File: config.mk
export PLATFORM = sky130hd
export DESIGN_NAME = start_trigger
export DESIGN_NICKNAME = d
export VERILOG_FILES = /design/src/rtl/tv_b_gone_pkg.sv /design/src/rtl/button_debounce.sv /design/src/rtl/start_trigger.sv
export SDC_FILE = /design/constraint.sdc
export NUM_CORES = 1
export LEC_CHECK = 0
export CORE_MARGIN = 2
export CORE_UTILIZATION = 55
export CTS_CLUSTER_SIZE = 16
export DETAILED_ROUTE_END_ITERATION = 8
export PLACE_DENSITY_LB_ADDON = 0.25
export REMOVE_ABC_BUFFERS = 1
export SYNTH_ARGS = -nofsm -noshare
export SYNTH_HDL_FRONTEND = slang
export SYNTH_SLANG_ARGS = --single-unit
File: constraint.sdc
create_clock -name clock_in -period 4.65 [get_ports clock_in]
set_clock_uncertainty 0.1 [all_clocks]
set_input_delay 0.93 -clock clock_in [delete_from_list [all_inputs] [get_ports clock_in]]
set_output_delay 0.93 -clock clock_in [all_outputs]
set_load 0.01 [all_outputs]
File: src/rtl/tv_b_gone_pkg.sv
// Shared types and default timing constants for the tv_b_gone front-end logic.
package tv_b_gone_pkg;

    typedef enum logic [1:0] {
        IDLE,
        DOWN,
        LONG
    } trig_state_t;

    localparam int DEBOUNCE_CYCLES_DEF = 80000;     // 10 ms at 8 MHz
    localparam int LONG_CYCLES_DEF     = 16000000;  // 2 s at 8 MHz

endpackage

File: src/rtl/button_debounce.sv
// Two-flop synchroniser plus hold-time debouncer for an asynchronous button pin.
// stable_out follows the pin polarity (low = pressed) and resets released.
module button_debounce #(
    parameter int DEBOUNCE_CYCLES = 80000
) (
    input  logic clock_in,
    input  logic resetn_in,
    input  logic raw_n_in,
    output logic stable_out
);

    localparam int CNT_W = (DEBOUNCE_CYCLES > 1) ? $clog2(DEBOUNCE_CYCLES) : 1;
    localparam logic [CNT_W-1:0] CNT_LAST = CNT_W'(DEBOUNCE_CYCLES - 1);

    logic             sync_a;
    logic             sync_b;
    logic [CNT_W-1:0] cnt;

    // Any sample agreeing with the stable level restarts the hold window.
    always_ff @(posedge clock_in or negedge resetn_in) begin
        if (!resetn_in) begin
            sync_a     <= 1'b1;
            sync_b     <= 1'b1;
            stable_out <= 1'b1;
            cnt        <= '0;
        end else begin
            sync_a <= raw_n_in;
            sync_b <= sync_a;
            if (sync_b == stable_out) begin
                cnt <= '0;
            end else if (cnt == CNT_LAST) begin
                stable_out <= sync_b;
                cnt        <= '0;
            end else begin
                cnt <= cnt + 1'b1;
            end
        end
    end

endmodule

File: src/rtl/start_trigger.sv
// Turns the raw push-button into a one-cycle start pulse for tv_b_gone, gated by busy.
// START_TRIGGER_LONG_PRESS_EN: start on short release, long hold toggles loop mode.
module start_trigger
    import tv_b_gone_pkg::*;
#(
    parameter int DEBOUNCE_CYCLES = DEBOUNCE_CYCLES_DEF,
    parameter int LONG_CYCLES     = LONG_CYCLES_DEF
) (
    input  logic clock_in,
    input  logic resetn_in,
    input  logic button_n_in,
    input  logic busy_in,
    output logic start_out,
    output logic pressed_out,
    output logic loop_forever_out
);

    trig_state_t state;
    logic        stable_n;

    button_debounce #(
        .DEBOUNCE_CYCLES(DEBOUNCE_CYCLES)
    ) u_debounce (
        .clock_in  (clock_in),
        .resetn_in (resetn_in),
        .raw_n_in  (button_n_in),
        .stable_out(stable_n)
    );

    assign pressed_out = ~stable_n;

`ifdef START_TRIGGER_LONG_PRESS_EN
    localparam int HOLD_W = (LONG_CYCLES > 1) ? $clog2(LONG_CYCLES) : 1;
    localparam logic [HOLD_W-1:0] HOLD_LAST = HOLD_W'(LONG_CYCLES - 1);

    logic [HOLD_W-1:0] hold_cnt;

    // The press is classified only on release or once the hold limit is hit.
    always_ff @(posedge clock_in or negedge resetn_in) begin
        if (!resetn_in) begin
            state            <= IDLE;
            start_out        <= 1'b0;
            loop_forever_out <= 1'b0;
            hold_cnt         <= '0;
        end else begin
            start_out <= 1'b0;
            case (state)
                IDLE: begin
                    hold_cnt <= '0;
                    if (pressed_out) state <= DOWN;
                end
                DOWN: begin
                    if (!pressed_out) begin
                        start_out <= ~busy_in;
                        state     <= IDLE;
                    end else if (hold_cnt == HOLD_LAST) begin
                        loop_forever_out <= ~loop_forever_out;
                        state            <= LONG;
                    end else begin
                        hold_cnt <= hold_cnt + 1'b1;
                    end
                end
                LONG: begin
                    if (!pressed_out) state <= IDLE;
                end
                default: state <= IDLE;
            endcase
        end
    end
`else
    logic unused_long;
    assign unused_long      = ^LONG_CYCLES;
    assign loop_forever_out = 1'b0;

    always_ff @(posedge clock_in or negedge resetn_in) begin
        if (!resetn_in) begin
            state     <= IDLE;
            start_out <= 1'b0;
        end else begin
            start_out <= 1'b0;
            case (state)
                IDLE: begin
                    if (pressed_out) begin
                        start_out <= ~busy_in;
                        state     <= DOWN;
                    end
                end
                DOWN: begin
                    if (!pressed_out) state <= IDLE;
                end
                default: state <= IDLE;
            endcase
        end
    end
`endif

endmodule
### Word-level counts from Yosys, hierarchy flattened

Index checks and enable logic that the tools add are counted.

* flip-flop bits (word level): 23
* bits of input ports: 4
* output and inout port bits: 3
* word-level logic and storage cells: 25

* add/subtract/negate cells: 1
* equal/unequal tests: 5
* multiplexer cells: 7
* bitwise gates (word level): 3
* reductions and logical operators: 3

Operator list (number)
* 2-to-1 mux 17 bit: 2
* adder 17 x 1 -> 17 bit, second input constant: 1
* == test 17 bit, second input constant: 1
* 2-to-1 mux 2 bit: 2
* one-hot mux 2 bit (2 select lines): 1
* AND reduction 2 bit: 2
* NOT 1 bit: 3
* == test 2 x 1 -> 1 bit, second input constant: 1
* zero test 2 bit: 1
* 2-to-1 mux 1 bit: 2
* != test 2 x 1 -> 1 bit, second input constant: 1
* != test 2 bit, second input constant: 1
* == test 1 bit: 1

### Longest topological paths before layout

Gate-level depths: netlist of the first run.

* depth after elaboration: 3
* mapped depth: 6
* depth with buffers taken out: 5

### Hierarchy

Synthesis of the first run repeated with hierarchy kept, for this count alone.

* cell total of the unflattened synthesis: 98
* area, all modules: 1048.5 um^2

By module, submodules not included
* button_debounce: times used 1, cells an instance 91, area an instance 969.7 um^2, seq. area each 504.2 um^2
* start_trigger: times used 1, cells an instance 7, area an instance 78.8 um^2, seq. area each 50.0 um^2

### Worst setup path after synthesis of the first run

Ideal clock, no wire load.

* path kind: reg2reg
* start point: reg u_debounce.cnt[0]
* end point: reg u_debounce.cnt[11]
* setup time: 0.119 ns
* arrival: 1.483 ns
* required time: 4.431 ns
* slack: 2.948 ns
* stages on the path, launching flop included: 7
* path buffers: 1
* period minus slack after synthesis: 1.702 ns
* cells stage by stage: dfrtp_1 > ha_1 > and3_2 > nand4_1 > o21ai_2 > buf_6 > nor2_1

* cells in the longest elaborated chain, start to end: 3
* elaborated cells on any way between the ends: 4
* those cells by class: add/sub (1); eq/ne (1); mux (2)

RTL lines
* start: declaration: RTL line button_debounce.sv:17 `logic [CNT_W-1:0] cnt;`
* start signal: assignment: RTL line button_debounce.sv:35 `cnt <= cnt + 1'b1;`
* adder 17 x 1 -> 17 bit / == test 17 bit (equally long branches): RTL line button_debounce.sv:35, button_debounce.sv:31
* 2-to-1 mux 17 bit *: RTL line button_debounce.sv:31 `end else if (cnt == CNT_LAST) begin`
* 2-to-1 mux 17 bit *: RTL line button_debounce.sv:29 `if (sync_b == stable_out) begin`

Every way passes the cells marked *; elsewhere a longest branch is shown, timed or not.
A chain may end at the register's enable or synchronous reset.

### Worst setup path after layout of the first run

* start point: reg u_debounce.stable_out
* end point: out pressed_out

* cells in the longest elaborated chain, start to end: 1

RTL lines
* start: declaration: RTL line button_debounce.sv:9 `output logic stable_out`
* start signal: assignment: RTL line button_debounce.sv:32 `stable_out <= sync_b;`
* NOT 1 bit: RTL line start_trigger.sv:30 `assign pressed_out = ~stable_n;`
* end: declaration: RTL line start_trigger.sv:14 `output logic pressed_out,`

Every way passes these cells.

==> out/results.txt, run 1 <==
Cell type contributing the most total cell area after synthesis: sky130_fd_sc_hd__dfrtp_1. The synthesized area divided by synthesized cell count is 10.6 sq um, and the fraction of post-synthesis cell area in the top cell type by area is 45.6%. TritonCTS built the clock tree. Across the VDD grid, the largest voltage drop is 0.000161 V. The repair_antennas step left the layout with diodes totalling 0. The kind of launch point of the worst setup path is a flip-flop.

The tools report the number of global-route vias before repair as 602. Per report_power, the combinational group accounts for 4.1% of the total. For the pin with the worst max-slew slack, the measured transition is 0.933 ns. Clock tree synthesis found a total of 22 sinks. Synthesis instantiated 33 different standard cells from the library. Gate count of the mapped netlist: 98. Hold repair after CTS inserted 0 buffers.

Of the total power, registers draw 63.1%. Summed over all nets, the half-perimeter wirelength after detailed placement is 1200 microns. The number of I/O port buffers was 5; the post-detailed-route DRC marker count was 0. The clock period minus worst slack was 2.43 ns; the full die area was 0.00226 sq mm.

The worst-path maximum fanout came out at 5. The run gives 37.6% as the relative slew slack. Overall track demand over capacity in global routing: 17.6%.

The count of cells in the finished layout, fillers not included, comes to 129. After clock tree synthesis, the clock-pin slew on the worst setup and hold paths is 0.12 ns. The run gives 0 as the remaining antenna violation count after routing. The floorplan step set the die width to 47.6 microns. The worst setup path is captured at an output pin. Of the available clock period, the critical path in the final layout requires 52.2%.

The logs give 0 for the number of buffers added for setup after CTS and 23 for the pin count of the biggest net entering global routing. The tools report the number of DRC violations after detailed-routing iteration 0 as 17. Setup repair after global routing left no endpoint under its margin. The clock root buffer master is sky130_fd_sc_hd__clkbuf_4. The layout has 163 filler cells. The first global-routing pass estimated 2690 microns of wire. The effective utilization at floorplan was 59.1%. The first detailed-routing pass ran for 4 iterations.

For the number of buffers between clock root and the deepest sink, the log shows 2. The most common cell in the netlist was sky130_fd_sc_hd__dfrtp_1. The final number of setup-violating endpoints was 0. The H-tree depth reported by CTS is 1, and the number of enable flip-flop cells after synthesis is 0. The required time reported for the critical path endpoint came out at 3.62 ns. The number of max-slew violations in the final report was 0. The max-cap check violation count is 0, and the register bit count reported by yosys is 22. During synthesis, Yosys emitted a total of 0 warnings.

The cell area power density was 276 mW/mm^2. Measured along the y axis, the die boundary spans 47.6 microns. After routing, the total negative slack on setup checks comes to 0 ns. The analysis attributes to cell leakage a power of 0.457 nW. The top achievable clock speed is 412 MHz, and the initial antenna violation count is 0. The floorplan has 15 rows.

The flow ran to the end, and the final reports show no timing, DRC or antenna violations. The min-delay analysis places its worst path in the category flip-flop to flip-flop. Of the total power, the clock network draws 32.7%. The average via count per standard cell came out at 5.67. The later pin in the worst-skew pair is clocked with a latency of 0.30 ns. Ranked by total cell area, the synthesized netlist is headed by sky130_fd_sc_hd__dfrtp_1 (46%), sky130_fd_sc_hd__dfstp_2 (7.6%), sky130_fd_sc_hd__xor2_1 (6.7%).

Pin placement for this block handled 7 I/O pins. Cell internal power was estimated by the tool at 0.247 mW. The switching power was 0.0665 mW.

After detailed placement, the design holds a cell count of 125. Global routing finished with a remaining overflow of 0. Routability-driven placement finished with a final weighted congestion of 0.710. The top flip-flop cell by instance count after synthesis was sky130_fd_sc_hd__dfrtp_1.

For the data arrival time of the worst path, the log shows 1.40 ns. The net count of the finished layout is 110. The cell area that synthesis handed to floorplanning was 0.00104 sq mm. By count the netlist is led by sky130_fd_sc_hd__dfrtp_1 (19), sky130_fd_sc_hd__nor2_1 (16), sky130_fd_sc_hd__xor2_1 (8). The number of instances resized during post-cts repair was 0; the ratio of cells with drive above 1 in the final layout was 14.4%. In the final routed layout, each cell accounts on average for 13.1 microns. In this run the standard cell core region covers 0.00176 sq mm. The area growth from synthesis to final layout came out at 8.99%.

The total CTS buffers is 3. The type of the setup path with the least slack was flip-flop to output pin. The number of hold violations in the final report is 0, and the via count is 732. The async set-reset flop share out of synthesis works out to 100%. The routed design has 1700 microns of wire. The tools report the setup slack of the worst register-to-register path as 2.52 ns. Sequential elements use 53.1% of the synthesized area.

Of the total power, the share spent switching nets is 21.2%.
## worst paths after layout
check / from / endpoint / cells past startpoint
hold reg to reg: u_debounce.sync_a / u_debounce.sync_b / 0
setup reg to reg: u_debounce.cnt[0] / u_debounce.cnt[2] / 5
setup / recovery: u_debounce.stable_out / pressed_out / 2
max in group asynchronous: resetn_in / u_debounce.cnt[0] / 1
min in group asynchronous: resetn_in / u_debounce.cnt[4] / 1
hold / removal: u_debounce.sync_a / u_debounce.sync_b / 0
## power by group through the flow
stage	logic [mW]	clock network, mW	registers, mW
after detailed placement	0.0134	0	0.202
final	0.0130	0.103	0.198
after floorplan	0.00592	0	0.201
after CTS	0.0135	0.106	0.198
after global routing	0.0151	0.113	0.199
after global placement	0.0130	0	0.201
## kinds of logic after synthesis
group           Yosys count  share of synthesized area, %
buf+inv                   6                          3.36
xor+xnor                 13                          10.9
mux                       1                          1.08
compound gates            7                          4.56
fa+ha+maj                 1                          1.20
other cells               1                         0.359
flops                    22                          53.1
simple gates             47                          25.4
## stage by stage
stage	util (%)	power (mW)	setup slack, ns	hold slack, ns	area, sq um
final	64.5	0.314	2.22	0.266	1140
after global routing	64.5	0.326	2.17	0.270	1140
after CTS	64.5	0.317	2.21	0.267	1140
after detailed placement	62.4	0.215	2.43	0.249	1100
after global placement	62.4	0.214	2.46	0.246	1100
after floorplan	-	0.207	2.90	0.245	1020
## sequential cells by signal, indices dropped and copies added (netlist names)
| name | count |
|---|---|
| u_debounce.sync_b | 1 |
| u_debounce.cnt | 17 |
| u_debounce.sync_a | 1 |
| state | 1 |
| u_debounce.stable_out | 1 |
| start_out | 1 |
## cell type report
cell class	instances	area, sq um	area share, %
sequential	22	554	48.7
multi-input combinational	70	454	39.9
timing repair buffer	5	50.0	4.40
clock buffer	4	36.3	3.19
tap	25	31.3	2.75
inverter	3	11.3	0.990
## routing by layer
layer	global-route usage [%]	vias to the layer above	wire length, microns	part of all wire [%]
met5	0	-	0	0
met3	4.53	0	77	4.5
met4	6.49	0	0	0
li1	-	348	-	-
met1	25.5	367	813	48
met2	25.4	17	805	47
## critical path: stages, from the launching register on
cell and delay, ns:
sky130_fd_sc_hd__dfstp_2 0.59, sky130_fd_sc_hd__inv_1 0.04, sky130_fd_sc_hd__clkdlybuf4s50_1 0.47
## cell usage in the layout, fill, tap and decap left out, types with 2 or more instances in the layout
master,instances
sky130_fd_sc_hd__dfrtp_1,19
sky130_fd_sc_hd__clkdlybuf4s50_1,5
sky130_fd_sc_hd__clkbuf_4,3
sky130_fd_sc_hd__xor2_1,8
sky130_fd_sc_hd__a21oi_1,2
sky130_fd_sc_hd__nand4_1,5
sky130_fd_sc_hd__nor3_1,3
sky130_fd_sc_hd__o31ai_1,2
sky130_fd_sc_hd__nor2_1,16
sky130_fd_sc_hd__inv_1,3
sky130_fd_sc_hd__nand2_1,5
sky130_fd_sc_hd__nand3_1,5
sky130_fd_sc_hd__xnor2_1,5
sky130_fd_sc_hd__dfstp_2,3
sky130_fd_sc_hd__nor4_1,2
Power figures use the tool's default switching activity.
==> run 2: changes to the inputs <==
--- a/config.mk
+++ b/config.mk
@@ -6,7 +6,7 @@
 export NUM_CORES = 1
 export LEC_CHECK = 0
 export CORE_MARGIN = 2
-export CORE_UTILIZATION = 55
+export CORE_UTILIZATION = 50
 export CTS_CLUSTER_SIZE = 16
 export DETAILED_ROUTE_END_ITERATION = 8
 export PLACE_DENSITY_LB_ADDON = 0.25
==> constraint.sdc (replaced) <==
create_clock -name clock_in -period 2.1 [get_ports clock_in]
set_clock_uncertainty 0.1 [all_clocks]
set_input_delay 0.42 -clock clock_in [delete_from_list [all_inputs] [get_ports clock_in]]
set_output_delay 0.42 -clock clock_in [all_outputs]
set_load 0.01 [all_outputs]
==> run 2 against run 1 <==
Sequential power up 120%. Power grew 120%. Worst setup slack worse by 2.1 ns.
==> out/results.txt, run 2 (synthesized netlist as in run 1, its figures left out) <==
The tools report the beginning of the worst register-to-register path as u_debounce.cnt[0]. The routed design could run at a clock period as short as 1.93 ns. The tools report the overall track demand over capacity in global routing as 16.1% (-1.5 points). Max-cap check violation count: 0 (unchanged). For the number of buffers between clock root and the deepest sink, the log shows 2 (unchanged). The worst hold path begins at u_debounce.sync_a. The number of DRC violations after detailed-routing iteration 0 was 20 (+3); the cell area power density was 598 mW/mm^2 (+120%). The run gives 0.471 nW (+3.2%) as the static power due to leakage.

The average via count per standard cell is 5.41 (-4.7%), and the number of buffers added for setup after CTS is 0 (unchanged). The area growth from synthesis to final layout is 11.4%, and the total grt overflow is 0 (unchanged). STA classifies the critical path endpoint as an output pin. The total area of multi-input combinational cells is 454 sq um (unchanged), and the effective utilization at floorplan is 53.2% (-6.0 points).

For the required time reported for the critical path endpoint, the log shows 1.58 ns (-2.04 ns). The logs give 0.30 ns (about the same) for the clock insertion delay at the later pin of the skew report and 134 (+3.9%) for the number of non-filler instances in the completed layout. The post-detailed-route DRC marker count is 0 (unchanged), and the total negative slack for setup checks is 0 ns (unchanged). For the number of filler cells placed in the layout, the log shows 174 (+6.7%). The number of global-route vias before repair is 670 (+11%), and the count of TritonRoute iterations in the first routing pass is 4 (unchanged). The worst hold slack came out at 0.264 ns (-0.00214 ns).

The via count was 725 (-0.96%). The H-tree depth reported by CTS is 1 (unchanged). The tools report the kind of launch point of the worst setup path as a flip-flop.

The flow ran to the end, and the final reports show no timing, DRC or antenna violations. The library cell used most frequently in the layout, excluding fill and tap cells, is sky130_fd_sc_hd__dfrtp_1. Static timing analysis puts the maximum clock frequency at 519 MHz.

Setup repair after global routing left no endpoint under its margin. The number of ports placed on the die boundary was 7 (unchanged); the area of all sequential standard cells was 554 sq um (unchanged). The die width was 49.7 microns (+4.5%).

Post-DP HPWL: 1190 microns (-1.1%). Number of hold violations in the final report: 0 (unchanged). The number of instances resized during post-cts repair was 0 (unchanged). The worst-path maximum fanout is 5 (unchanged), and the number of placed instances with taps included is 130 (+4.0%). The number of I/O port buffers was 5 (unchanged); the worst supply voltage drop on vdd was 0.000476 V (+200%).

The remaining antenna violation count after routing is 0 (unchanged), and the flip-flop count of the largest register after layout is 17 (unchanged). Clock root buffer master: sky130_fd_sc_hd__clkbuf_4. The initial antenna violation count is 0 (unchanged). The clock transition at the registers of the reported paths came out at 0.12 ns (about the same).

The type of the setup path with the least slack is flip-flop to output pin. The type of the worst min-delay path is flip-flop to flip-flop. The ratio of cells with drive above 1 in the final layout is 16.8% (+2.4 points), and the standard-cell row count is 16 (+1). Average wire length per cell after detail routing: 12.5 microns (-5.0%).

Data arrival time of the worst path: 1.41 ns (about the same). The number of max-slew violations in the final report came out at 0 (unchanged). The top cell types in the final layout, fill and taps aside, are sky130_fd_sc_hd__dfrtp_1 (19), sky130_fd_sc_hd__nor2_1 (16), sky130_fd_sc_hd__xor2_1 (8). The y dimension of the die was 49.7 microns (+4.5%).

The logs give 0.822 (+16%) for the weighted congestion reported at the end of routability-driven placement and 0 (unchanged) for the number of buffers added to fix hold violations after cts. The core outline area is 0.00196 sq mm (+11%). TritonCTS built the clock tree.

The pin count of the biggest net entering global routing is 23 (unchanged). The total CTS buffers was 3 (unchanged); the antenna diode count was 0 (unchanged). The number of nets in the layout was 113 (+2.7%). Tracing the worst setup path back leads to its startpoint at u_debounce.stable_out. The full die area was 0.00247 sq mm (+9.2%).

The final number of setup-violating endpoints came out at 0 (unchanged). More flip-flops sit in one register than any other, and that register is u_debounce.cnt. The wire length of the first global-routing pass was 3020 microns (+12%); the part of the cycle the worst path needs was 91.8%. The final wirelength is 1670 microns (-1.4%).

The tools report the number of clock sinks seen by CTS as 22 (unchanged).
run 2: path summary, 6_finish.rpt:
| check | to | slack, ns | cells after the start |
|---|---|---|---|
| setup / recovery | pressed_out | 0.17 | 2 |
| hold / removal | u_debounce.sync_b | 0.26 | 0 |
| setup reg to reg | u_debounce.cnt[14] | 0.36 | 5 |
| hold reg to reg | u_debounce.sync_b | 0.26 | 0 |
| max in group asynchronous | u_debounce.sync_b | 1.27 | 2 |
| min in group asynchronous | u_debounce.cnt[11] | 0.34 | 2 |
run 2: power breakdown:
group	total, mW	switching, mW	internal (mW)
Sequential	0.438	0.00651	0.432
Clock	0.224	0.118	0.106
Combinational	0.0329	0.0191	0.0138
Total	0.695	0.144	0.551
run 2: worst max-delay path, stage by stage (launching register included):
cell	delay, ns
sky130_fd_sc_hd__dfstp_2	0.59
sky130_fd_sc_hd__inv_1	0.04
sky130_fd_sc_hd__clkdlybuf4s50_1	0.47
run 2: per-layer routing:
metal / vias up / GRT usage, % / part of all wire, %
met5: - / 0 / 0
met2: 15 / 25.1 / 49
met3: 0 / 5.45 / 4.5
li1: 356 / - / -
met4: 0 / 2.78 / 0
met1: 354 / 21.9 / 46
run 2: area by class of cell:
cell class              instances  area share (%)
flip-flops and latches         22            47.7
multi-input cells              70            39.1
repair buffers                  8            6.24
clock buffers                   4            3.12
well taps                      27            2.91
inverters                       3           0.969
run 2: metrics by stage:
stage	total power [mW]	cell area (sq um)	utilization (%)	worst slack, ns
3_5_place_dp	0.480	1130	57.4	0.361
4_1_cts	0.707	1160	59.2	0.160
6_report	0.695	1160	59.2	0.172
2_1_floorplan	0.458	1020	-	0.354
5_1_grt	0.729	1160	59.2	0.100
3_3_place_gp	0.480	1130	57.4	0.411
